$ cat src/rtl/vga_window_cmp.sv
// rtl/vga_window_cmp.sv - pipelined multi-channel coordinate window comparator
// Optional VGA_CMP_STICKY_EN adds out_sticky, a per-segment union of inside hits.
module vga_window_cmp #(
   parameter int WIDTH    = 10,
   parameter int CHANNELS = 4,
   localparam int IW      = (CHANNELS > 1) ? $clog2(CHANNELS) : 1
) (
   input  logic                clk,
   input  logic                reset,
   input  logic                cfg_we,
   input  logic [IW-1:0]       cfg_sel,
   input  logic [WIDTH-1:0]    cfg_lo,
   input  logic [WIDTH-1:0]    cfg_hi,
   input  logic                in_valid,
   input  logic [WIDTH-1:0]    in_value,
   input  logic                in_last,
   output logic                out_valid,
   output logic [CHANNELS-1:0] out_lower,
   output logic [CHANNELS-1:0] out_greater,
   output logic [CHANNELS-1:0] out_inside,
   output logic [CHANNELS-1:0] out_enter,
   output logic [CHANNELS-1:0] out_exit,
   output logic                out_hit_any,
   output logic [IW-1:0]       out_hit_idx,
   output logic                out_last
`ifdef VGA_CMP_STICKY_EN
   ,
   output logic [CHANNELS-1:0] out_sticky
`endif
);

   logic [WIDTH-1:0]    lo_q [CHANNELS];
   logic [WIDTH-1:0]    hi_q [CHANNELS];
   logic [CHANNELS-1:0] lower_c, greater_c;
   logic                s1_valid, s1_last;
   logic [CHANNELS-1:0] s1_lower, s1_greater, s1_inside;
   logic [CHANNELS-1:0] prev_inside;
   logic [IW-1:0]       hit_idx_c;

   // A select matching no channel writes nothing, so out-of-range cfg_sel is dropped.
   always_ff @(posedge clk) begin
      if (reset) begin
         for (int i = 0; i < CHANNELS; i++) begin
            lo_q[i] <= '0;
            hi_q[i] <= '1;
         end
      end else begin
         for (int i = 0; i < CHANNELS; i++) begin
            if (cfg_we && cfg_sel == IW'(i)) begin
               lo_q[i] <= cfg_lo;
               hi_q[i] <= cfg_hi;
            end
         end
      end
   end

   always_comb begin
      lower_c   = '0;
      greater_c = '0;
      for (int i = 0; i < CHANNELS; i++) begin
         lower_c[i]   = in_value < lo_q[i];
         greater_c[i] = in_value > hi_q[i];
      end
   end

   always_ff @(posedge clk) begin
      if (reset) begin
         s1_valid   <= 1'b0;
         s1_last    <= 1'b0;
         s1_lower   <= '0;
         s1_greater <= '0;
         s1_inside  <= '0;
      end else begin
         s1_valid   <= in_valid;
         s1_last    <= in_valid & in_last;
         s1_lower   <= lower_c;
         s1_greater <= greater_c;
         s1_inside  <= ~lower_c & ~greater_c;
      end
   end

   // Lowest index wins, so scan from the top down.
   always_comb begin
      hit_idx_c = '0;
      for (int i = CHANNELS - 1; i >= 0; i--) begin
         if (s1_inside[i]) hit_idx_c = IW'(i);
      end
   end

   always_ff @(posedge clk) begin
      if (reset) begin
         out_valid   <= 1'b0;
         out_last    <= 1'b0;
         out_lower   <= '0;
         out_greater <= '0;
         out_inside  <= '0;
         out_enter   <= '0;
         out_exit    <= '0;
         out_hit_any <= 1'b0;
         out_hit_idx <= '0;
         prev_inside <= '0;
      end else begin
         out_valid <= s1_valid;
         out_last  <= s1_valid & s1_last;
         if (s1_valid) begin
            out_lower   <= s1_lower;
            out_greater <= s1_greater;
            out_inside  <= s1_inside;
            out_enter   <= s1_inside & ~prev_inside;
            out_exit    <= ~s1_inside & prev_inside;
            out_hit_any <= |s1_inside;
            out_hit_idx <= hit_idx_c;
            prev_inside <= s1_last ? '0 : s1_inside;
         end else begin
            out_lower   <= '0;
            out_greater <= '0;
            out_inside  <= '0;
            out_enter   <= '0;
            out_exit    <= '0;
            out_hit_any <= 1'b0;
            out_hit_idx <= '0;
         end
      end
   end

`ifdef VGA_CMP_STICKY_EN
   logic sticky_clr;

   // Clear lands one edge after the last result; a same-edge inside sample re-sets it.
   always_ff @(posedge clk) begin
      if (reset) begin
         out_sticky <= '0;
         sticky_clr <= 1'b0;
      end else begin
         sticky_clr <= s1_valid & s1_last;
         out_sticky <= (sticky_clr ? '0 : out_sticky) | (s1_valid ? s1_inside : '0);
      end
   end
`endif

endmodule
$ cat config.mk
export PLATFORM = sky130hd
export DESIGN_NAME = vga_window_cmp
export DESIGN_NICKNAME = d
export VERILOG_FILES = /design/src/rtl/vga_window_cmp.sv
export SDC_FILE = /design/constraint.sdc
export NUM_CORES = 1
export LEC_CHECK = 0
export BUFFER_PORTS_ARGS = -buffer_cell sky130_fd_sc_hd__buf_2
export CAP_MARGIN = 20
export CORE_UTILIZATION = 27
export DETAILED_ROUTE_END_ITERATION = 12
export PLACE_DENSITY_LB_ADDON = 0.2
export SLEW_MARGIN = 20
export SYNTH_ARGS = -nofsm -noshare
export SYNTH_HDL_FRONTEND = slang
export SYNTH_SLANG_ARGS = --single-unit
$ cat constraint.sdc
create_clock -name clk -period 2.6 [get_ports clk]
set_input_delay 0.52 -clock clk [delete_from_list [all_inputs] [get_ports clk]]
set_output_delay 0.52 -clock clk [all_outputs]
set_load 0.05 [all_outputs]
# [Word level (Yosys, flattened, before mapping)]
# Memory sizes are Yosys's and may differ from the RTL's.
# Index checks and enable logic that the tools add are counted.
[classes] mux=26 bitwise=18 eq_ne=3 order_cmp=8 reduce_logical=9
[op_table] cell="10-bit two-way mux" n=8
[op_table] cell="10-bit > comparator" n=4
[op_table] cell="10-bit < comparator" n=4
[op_table] cell="4-bit NOT" n=4
[op_table] cell="1-bit two-way mux" n=15
[op_table] cell="4-bit bitwise AND" n=3
[op_table] cell="1-bit bitwise OR" n=8
[op_table] cell="4-bit OR reduction" n=2
[op_table] cell="2-bit equality test, second input constant" n=2
[op_table] cell="1-bit logical AND" n=4
[op_table] cell="2-bit two-way mux" n=2
[op_table] cell="4-bit two-way mux" n=1
[op_table] cell="3-bit OR reduction" n=1
[op_table] cell="1-bit bitwise AND" n=2
[op_table] cell="2-bit by 1-bit equality test with 1-bit output, second input constant" n=1
[op_table] cell="2-bit logical NOT" n=1
[op_table] cell="2-bit OR reduction" n=1
[op_table] cell="1-bit NOT" n=1
[word_totals] ram_bits=80 in_bits=37 register_bits=43 mem_count=2 output_inout_bits=25 wordCells=82
[mem_list] memory="hi_q" words=4 word_bits=10 rd=4 rd_clocked_by_memory_dff=0 wr=4 line_no="33" source="logic [WIDTH-1:0] hi_q [CHANNELS];"
[mem_list] memory="lo_q" words=4 word_bits=10 rd=4 rd_clocked_by_memory_dff=0 wr=4 line_no="32" source="logic [WIDTH-1:0] lo_q [CHANNELS];"

# [Longest topological paths before layout]
# Gate-level depths: netlist of run 1.
[logic_depth] ltp_word=6 depth_mapped=7 mapped_depth_nobuf=7

# [Worst setup path before layout of run 1]
# No wires, ideal clock.
[synth_path] kind="in2reg" start="input cfg_sel[1]" end="memory hi_q[0][0], enable pin" path_slack_ns=0.338 setup_ns=0.401 arrival_time_ns=1.861 cell_stages=3 path_buffers=1 required_ns=2.199 path_cell_list="nand2b_1 clkbuf_1 o21bai_1"
[synth_rtl] item="from (decl)" line_no="11" source="input logic [IW-1:0] cfg_sel,"
[synth_rtl] item="to (decl)" line_no="33"

==> results of run 1 <==
==> final timing paths <==
| kind | startpoint | end | slack (ns) | cells after the start |
|---|---|---|---|---|
| worst max register to register | hi_q[0][9]$_SDFFCE_PN1P_ | s1_greater[0]$_SDFF_PP0_ | 0.56 | 7 |
| worst min-delay path | in_last | s1_last$_SDFF_PP0_ | 0.32 | 2 |
| worst max-delay path | hi_q[0][9]$_SDFFCE_PN1P_ | s1_greater[0]$_SDFF_PP0_ | 0.56 | 7 |
| worst min register to register | s1_lower[2]$_SDFF_PP0_ | out_lower[2]$_SDFF_PP0_ | 0.43 | 1 |
==> cell type report <==
type                    count  area (um^2)  share of cell area [%]
clock inverters             2        10.01                  0.1348
flip-flops and latches    123         3263                   43.94
inverters                  82        307.8                   4.145
multi-input cells         328         2540                   34.20
well taps                 280        350.3                   4.718
repair buffers             78        432.9                   5.830
clock buffers              29        521.8                   7.026
==> state kept, by name, summed over array words and instances (netlist names) <==
signal / flops
hi_q: 40
lo_q: 40
out_enter: 4
out_exit: 4
out_greater: 4
out_inside: 4
out_lower: 4
prev_inside: 4
s1_greater: 4
s1_inside: 4
s1_lower: 4
out_hit_idx: 2
out_hit_any: 1
out_last: 1
out_valid: 1
s1_last: 1
s1_valid: 1
==> per-stage QoR <==
| step | area (um^2) | hold WS [ns] | util [%] |
|---|---|---|---|
| after floorplan | 6127 | 0.3980 | - |
| final | 7426 | 0.3241 | 33.71 |
| after CTS | 7426 | 0.2909 | 33.71 |
| after detailed placement | 6894 | 0.4223 | 31.30 |
| after global placement | 6894 | 0.4243 | 31.30 |
| after global routing | 7426 | 0.3027 | 33.71 |
==> cell usage in the layout (no fill, tap or decap), types with 2 or more instances in the layout <==
cell type / instances
a211o_1: 4
a211oi_1: 3
a21o_1: 9
a21oi_1: 27
a221oi_1: 3
and2_1: 53
and4_1: 5
buf_2: 61
buf_4: 17
clkbuf_1: 8
clkbuf_16: 18
clkbuf_8: 3
clkinv_2: 2
dfxtp_1: 43
edfxtp_1: 80
ha_1: 76
inv_1: 82
nand2_1: 13
nand2b_1: 29
nand3_1: 3
nand4_1: 9
nor2_1: 12
nor2b_1: 18
nor3_1: 5
nor3_2: 2
nor3b_1: 3
o21a_1: 3
o21ai_0: 12
o21bai_2: 4
or3_1: 20
==> metal layers <==
metal / track usage [%] / share of wire (%)
met3: 3.612 / 3.3
met4: 4.666 / 1.0
met1: 16.55 / 48
met5: 0 / 0
met2: 21.54 / 48
==> power groups by stage <==
stage	Combinational, W	Clock [W]	Sequential (W)
3_5_place_dp	0.000619	0	0.00230
5_1_grt	0.000698	0.00227	0.00227
4_1_cts	0.000623	0.00219	0.00226
3_3_place_gp	0.000603	0	0.00230
2_1_floorplan	0.000353	0	0.00231
6_report	0.000612	0.00213	0.00226
==> cells by family (layout without fill, tap and decap cells) <==
kind of cell | after synthesis | in the layout | synth area share (%)
and+or+nand+nor | 178 | 178 | 17.52
DFF | 123 | 123 | 53.26
buffers and inverters | 93 | 191 | 5.697
adders and majority gates | 76 | 76 | 15.52
AOI/OAI and AO/OA | 73 | 73 | 7.842
muxes | 1 | 1 | 0.1634
==> impl_results.md, run 1 <==
- Top cells by area, synth: edfxtp_1 (39%), ha_1 (16%), dfxtp_1 (14%), and2_1 (5.4%), inv_1 (5.0%)
- Post-synth EDFFs: 80
- Crit-path slowest cell: a311oi_1
- I/O Pins: 62
- Hold Crit Class: input pin to flip-flop
- Power Dens Cells: 672.8 mW/mm^2
- Peak VDD IR: 0.3824 mV
- Vias in the first global route: approximately 4.2k
- Fillers: 2276
- Avg Inst Size Synth: 11.26 um^2
- Initial detailed-routing violation count: 194
- Cells after Synth: 544
- Worst skew pair latency: 0.42 ns
- Die Y: 152.6 um
- Postcts setup bufs: 0
- Fin crit share: about four fifths
- Switch share: 24.05%
- Yosys warning total: 0
- Tot GR Track Use: 13.14%
- Final ANT Viol Nets: 0
- Core ar.: 0.02203 mm^2
- Rows: 54
- Global route overflow: 0
- Failing checks: DRC
- Layout area overhead: 21.20%
- CTS tree: yes
- Placed insts: 891
- Largest net degree at the start of global routing: 21
- Combinational power share: 12.3%
- Initial Util: 27.82%
- GP Congestion: about 0.77
- Initial antenna violation count: 0
- Yosys reg bits: around 120
- Crit path required time: 2.94 ns
- Post_cts resized: 0
- RSZ-0062 raised after global routing: no
- CP max FO: 3
- HPWL Detailed: 11000 um
- Setup violations, final: 0
- CP Cell Sequence: inv_1 > ha_1 > nand2_2 > o21ai_0 > a2111oi_1 > a311oi_1 > nor2b_1
- Worst Max-Slew Pin Slew: 0.6925 ns
- Crit. End Element: flip-flop
- CP Class: flip-flop to flip-flop
- WL per Instance: 15.61 um
- Status: finished, violations left
- Switching Power: 0.001201 W
- DRT Pass-1 Iters: 10
- First-pass GRT wire length: 22880 um
- Sequential Power Share: between 40% and 50%
- Setup TNS: 0 ns
- Most common cell in the netlist: inv_1
- Commonest cells post-synth: inv_1 (82), edfxtp_1 (80), ha_1 (76)
- Setup slack at placement: 0.1749 ns
- Count of non-filler cells in the finished layout: ~900
- I/O Buffers: 61
- DRC Markers: 3
- Max Cap Viol: 0
- Via count: 4090
- Share of async-settable or async-resettable flops after synthesis: 0%
- Final #Nets: 743
- Routed wire length: 14390 um
- Seq/Total Area, Yosys: between 50 and 60%
- Reg clk slew, reported paths: 0.05 ns
- Slew HR: 53.83%
- Fmax: 491.1 MHz
- Delay-heaviest family, CP: compound AO/OA/AOI/OAI gates
- Antenna fix cells: 0
- Clock Power Share: 42.6%
- Final Max Tran Viols: 0
- Post-synthesis cell type count: 38
- Die Area: 0.02330 mm^2
- Area of the mapped netlist: between 0.006 and 0.007 mm^2
- Clk buf depth: 2
- Crit path buffers/inverters: 1
- Leading area contributor after synthesis: edfxtp_1
- Endpoints failing hold: 0
- Largest stage delay on the critical path: 0.54 ns
- Root buf cell: clkbuf_16
- CTS sink cnt: around 120
- Yosys top cell area share: about two fifths
- Post-route minimum period: 2.036 ns
- CP Data Arrival Time: 2.38 ns
- Final total power: about 0.0050 W
- CTS Buf Count: 17
- Main synth FF type: edfxtp_1
- Vias per cell: 4.436
- Share of layout cells above drive strength 1: 17.29%
- Setup ws final: 0.5637 ns
- Design internal power: 0.003794 W
- Post-CTS Hold Buffers: 0
- Leak: 3.349 nW
- H-tree Lvls: 4
- Die width: 152.6 um
- Fin Clk Skew: 0.02013 ns
- Crit start category: flip-flop
- Synthesized net count: approximately 660
Note: power is estimated with default switching activity, not from simulation.
==> inputs of run 2 (changes only) <==
Settings changed: ABC_AREA set to 1.
Clock period 2.6 ns to 1.8 ns, I/O delays scaled along.
==> run 2 against run 1 <==
The run now ends clean. Global-route usage up 0.66 points. Synthesized cell count increased by 31%. Via count rose by 9.3%. Hold slack lost 0.16 ns. First-iteration DRC count is 8.8% lower. Wire length increased by 5.6%. Sequential cell count unchanged. Sequential share of layout area fell by 1.3 points. Power increased by 52%. Sequential power is 44% higher. Critical endpoint is now s1_lower[3]$_SDFF_PP0_. Largest cell class unchanged. Highest routed layer unchanged.
==> impl_results.md, run 2 <==
- Status: complete, no violations
- Die Y: 154.5 um (+1.2%)
- Yosys top cell area share: 38.26% (-0.95 points)
- Peak VDD IR: 0.5375 mV (+41%)
- Synth Area in XOR/XNOR: 0% (unchanged)
- Initial antenna violation count: 0 (unchanged)
- Placed insts: 1065 (+20%)
- Worst Max-Slew Pin Slew: 0.4010 ns (-0.2915 ns)
- CP Data Arrival Time: 1.85 ns (-0.53 ns)
- Post-synthesis cell type count: 18 (-53%)
- HPWL Detailed: 11420 um (+3.8%)
- Seq/Total Area, Yosys: 51.97% (-1.3 points)
- Die width: 154.5 um (+1.2%)
- Via count: 4470 (+9.3%)
- Worst skew pair latency: 0.42 ns (about the same)
- Commonest cells post-synth: nand2_1 (175), inv_1 (159), nor2_1 (103)
- Routed wire length: 15200 um (+5.6%)
- CTS Buf Count: 17 (unchanged)
- H-tree Lvls: 4 (unchanged)
- First-pass GRT wire length: 24230 um (+5.9%)
- Synthesized net count: 825 (+26%)
- Leading area contributor after synthesis: edfxtp_1
- Final ANT Viol Nets: 0 (unchanged)
- DRT Pass-1 Iters: 4 (-6)
- I/O Buffers: 61 (unchanged)
- Hold Crit Class: input pin to flip-flop
- CP max FO: 2 (-1)
- Post-layout instance area: 0.007646 mm^2 (+3.0%)
- GP Congestion: 0.7319 (-5.2%)
- DRC Markers: 0 (-3)
- Post_cts resized: 0 (unchanged)
- Mux cell area share after synthesis: 0% (-0.16 points)
- R2R depth: 7 (unchanged)
- Power Dens Cells: 994.6 mW/mm^2 (+48%)
- CTS tree: yes
- Rows: 55 (+1.9%)
- Root buf cell: clkbuf_16
- Postcts setup bufs: 0 (unchanged)
- Reg clk slew, reported paths: 0.05 ns (about the same)
- Synth Area in Adders: 15.15% (-0.37 points)
- Avg Inst Size Synth: 8.818 um^2 (-22%)
- Clk buf depth: 2 (unchanged)
- Post-Route Utilization: 33.67% (-0.045 points)
- I/O Pins: 62 (unchanged)
- Crit start category: flip-flop
- Global route overflow: 0 (unchanged)
- Vias in the first global route: 4382 (+3.6%)
- Hold depth: 3 (+1)
- Most common cell in the netlist: nand2_1
- Area of the mapped netlist: 0.006279 mm^2 (+2.5%)
- Largest net degree at the start of global routing: 25 (+19%)
- Synth Area in Compound Gates: 2.571% (-5.3 points)
- Most common cell after layout, fill and taps aside: nand2_1
- Initial detailed-routing violation count: 177 (-8.8%)
- Main combinational cell family by area after synthesis: simple AND/OR/NAND/NOR gates
- Initial Util: 27.65% (-0.17 points)
- Slew HR: 73.23% (+19 points)
- Post-CTS Hold Buffers: 0 (unchanged)
- Crit. End Element: flip-flop
- CP Class: flip-flop to flip-flop
- WL per Instance: 13.86 um (-11%)
- Final #Nets: 912 (+23%)
- Fin crit share: 83.37% (+5.1 points)
- Antenna fix cells: 0 (unchanged)
- Yosys warning total: 0 (unchanged)
- Final Max Tran Viols: 0 (unchanged)
- Worst hold slack: 0.1673 ns (-0.1568 ns)
- Share of async-settable or async-resettable flops after synthesis: 0% (unchanged)
- Largest regs: hi_q: 40 flops, lo_q: 40 flops
- Post-route minimum period: 1.501 ns (-0.5355 ns)
- Die Area: 0.02387 mm^2 (+2.4%)
- Core ar.: 0.02271 mm^2 (+3.1%)
- Cells after Synth: 712 (+31%)
- Crit path required time: 2.15 ns (-0.79 ns)
- Simple-Gate Fraction of Synth Area: 19.33% (+1.8 points)
- CTS sink cnt: 123 (unchanged)
- Final total power: 0.007605 W (+52%)
- Main synth FF type: edfxtp_1
- Most frequent cells in the layout: nand2_1 (175), inv_1 (159), nor2_1 (103)
- RSZ-0062 raised after global routing: no
- Post-synth EDFFs: 80 (unchanged)
- Share of layout cells above drive strength 1: 14.04% (-3.3 points)
- Fmax: 666.3 MHz (+36%)
- Tot GR Track Use: 13.80% (+0.66 points)
- Endpoints failing hold: 0 (unchanged)
- Fin Clk Skew: 0.01117 ns (-0.008959 ns)
- Vias per cell: 4.075 (-8.1%)
- Count of non-filler cells in the finished layout: 1097 (+19%)
- Post-DP Area: 0.007049 mm^2 (+2.3%)
- Top cells by area, synth: edfxtp_1 (38%), ha_1 (15%), dfxtp_1 (14%), nand2_1 (10%), inv_1 (9.5%)
- Yosys reg bits: 123 (unchanged)
- Layout area overhead: 21.78%
- Max Cap Viol: 0 (unchanged)
- Setup violations, final: 0 (unchanged)
- Leak: 3.785 nW (+13%)
## run 2: worst max-delay path: stages (launching register included)
cell and delay (ns):
edfxtp_1 0.35, inv_1 0.06, ha_1 0.23, a21o_1 0.19, nor2_1 0.23, nand3_1 0.14
buf_4 0.15, nor2_1 0.08
## run 2: report_power, final
part / internal (W) / switching, W / total [W]
Combinational: 0.000317 / 0.000595 / 0.000913
Clock: 0.00221 / 0.00123 / 0.00344
Sequential: 0.00319 / 0.0000629 / 0.00325
Total: 0.00571 / 0.00189 / 0.00760
## run 2: kinds of logic (layout without fill, tap and decap cells)
logic type / Yosys count / after routing
AO/OA/AOI/OAI: 30 / 30
adder cells (fa/ha/maj): 76 / 76
buffers and inverters: 174 / 274
flip-flops: 123 / 123
AND/OR/NAND/NOR: 309 / 309
## run 2: worst paths after layout
path / startpoint / end / slack [ns]
worst min-delay path: in_valid / s1_valid$_SDFF_PP0_ / 0.17
worst max register to register: lo_q[3][9]$_SDFFCE_PN0P_ / s1_lower[3]$_SDFF_PP0_ / 0.30
worst min register to register: s1_lower[3]$_SDFF_PP0_ / out_lower[3]$_SDFF_PP0_ / 0.40
worst max-delay path: lo_q[3][9]$_SDFFCE_PN0P_ / s1_lower[3]$_SDFF_PP0_ / 0.30
## run 2: through the flow
stage,worst slack [ns],TNS (ns)
final,0.2993,0
after floorplan,0.3188,0
after global routing,0.08580,0
after detailed placement,-0.03630,-0.06813
after global placement,0.01903,0
after CTS,0.3133,0
## run 2: layer usage
metal | wire [um] | vias to the layer above | track usage [%]
met3 | 622 | 16 | 3.530
li1 | - | 2369 | -
met2 | 6654 | 91 | 21.25
met1 | 7729 | 1994 | 18.79
met4 | 195 | 0 | 4.573
met5 | 0 | - | 0
## run 2: area by class of cell
cell class	instances	area (um^2)
Inverter	166	623.1
Fill cell	2380	15060
Multi-Input combinational cell	415	2326
Tap cell	285	356.6
Clock inverter	5	51.30
Clock buffer	27	545.5
Timing Repair Buffer	76	480.5
Sequential cell	123	3263
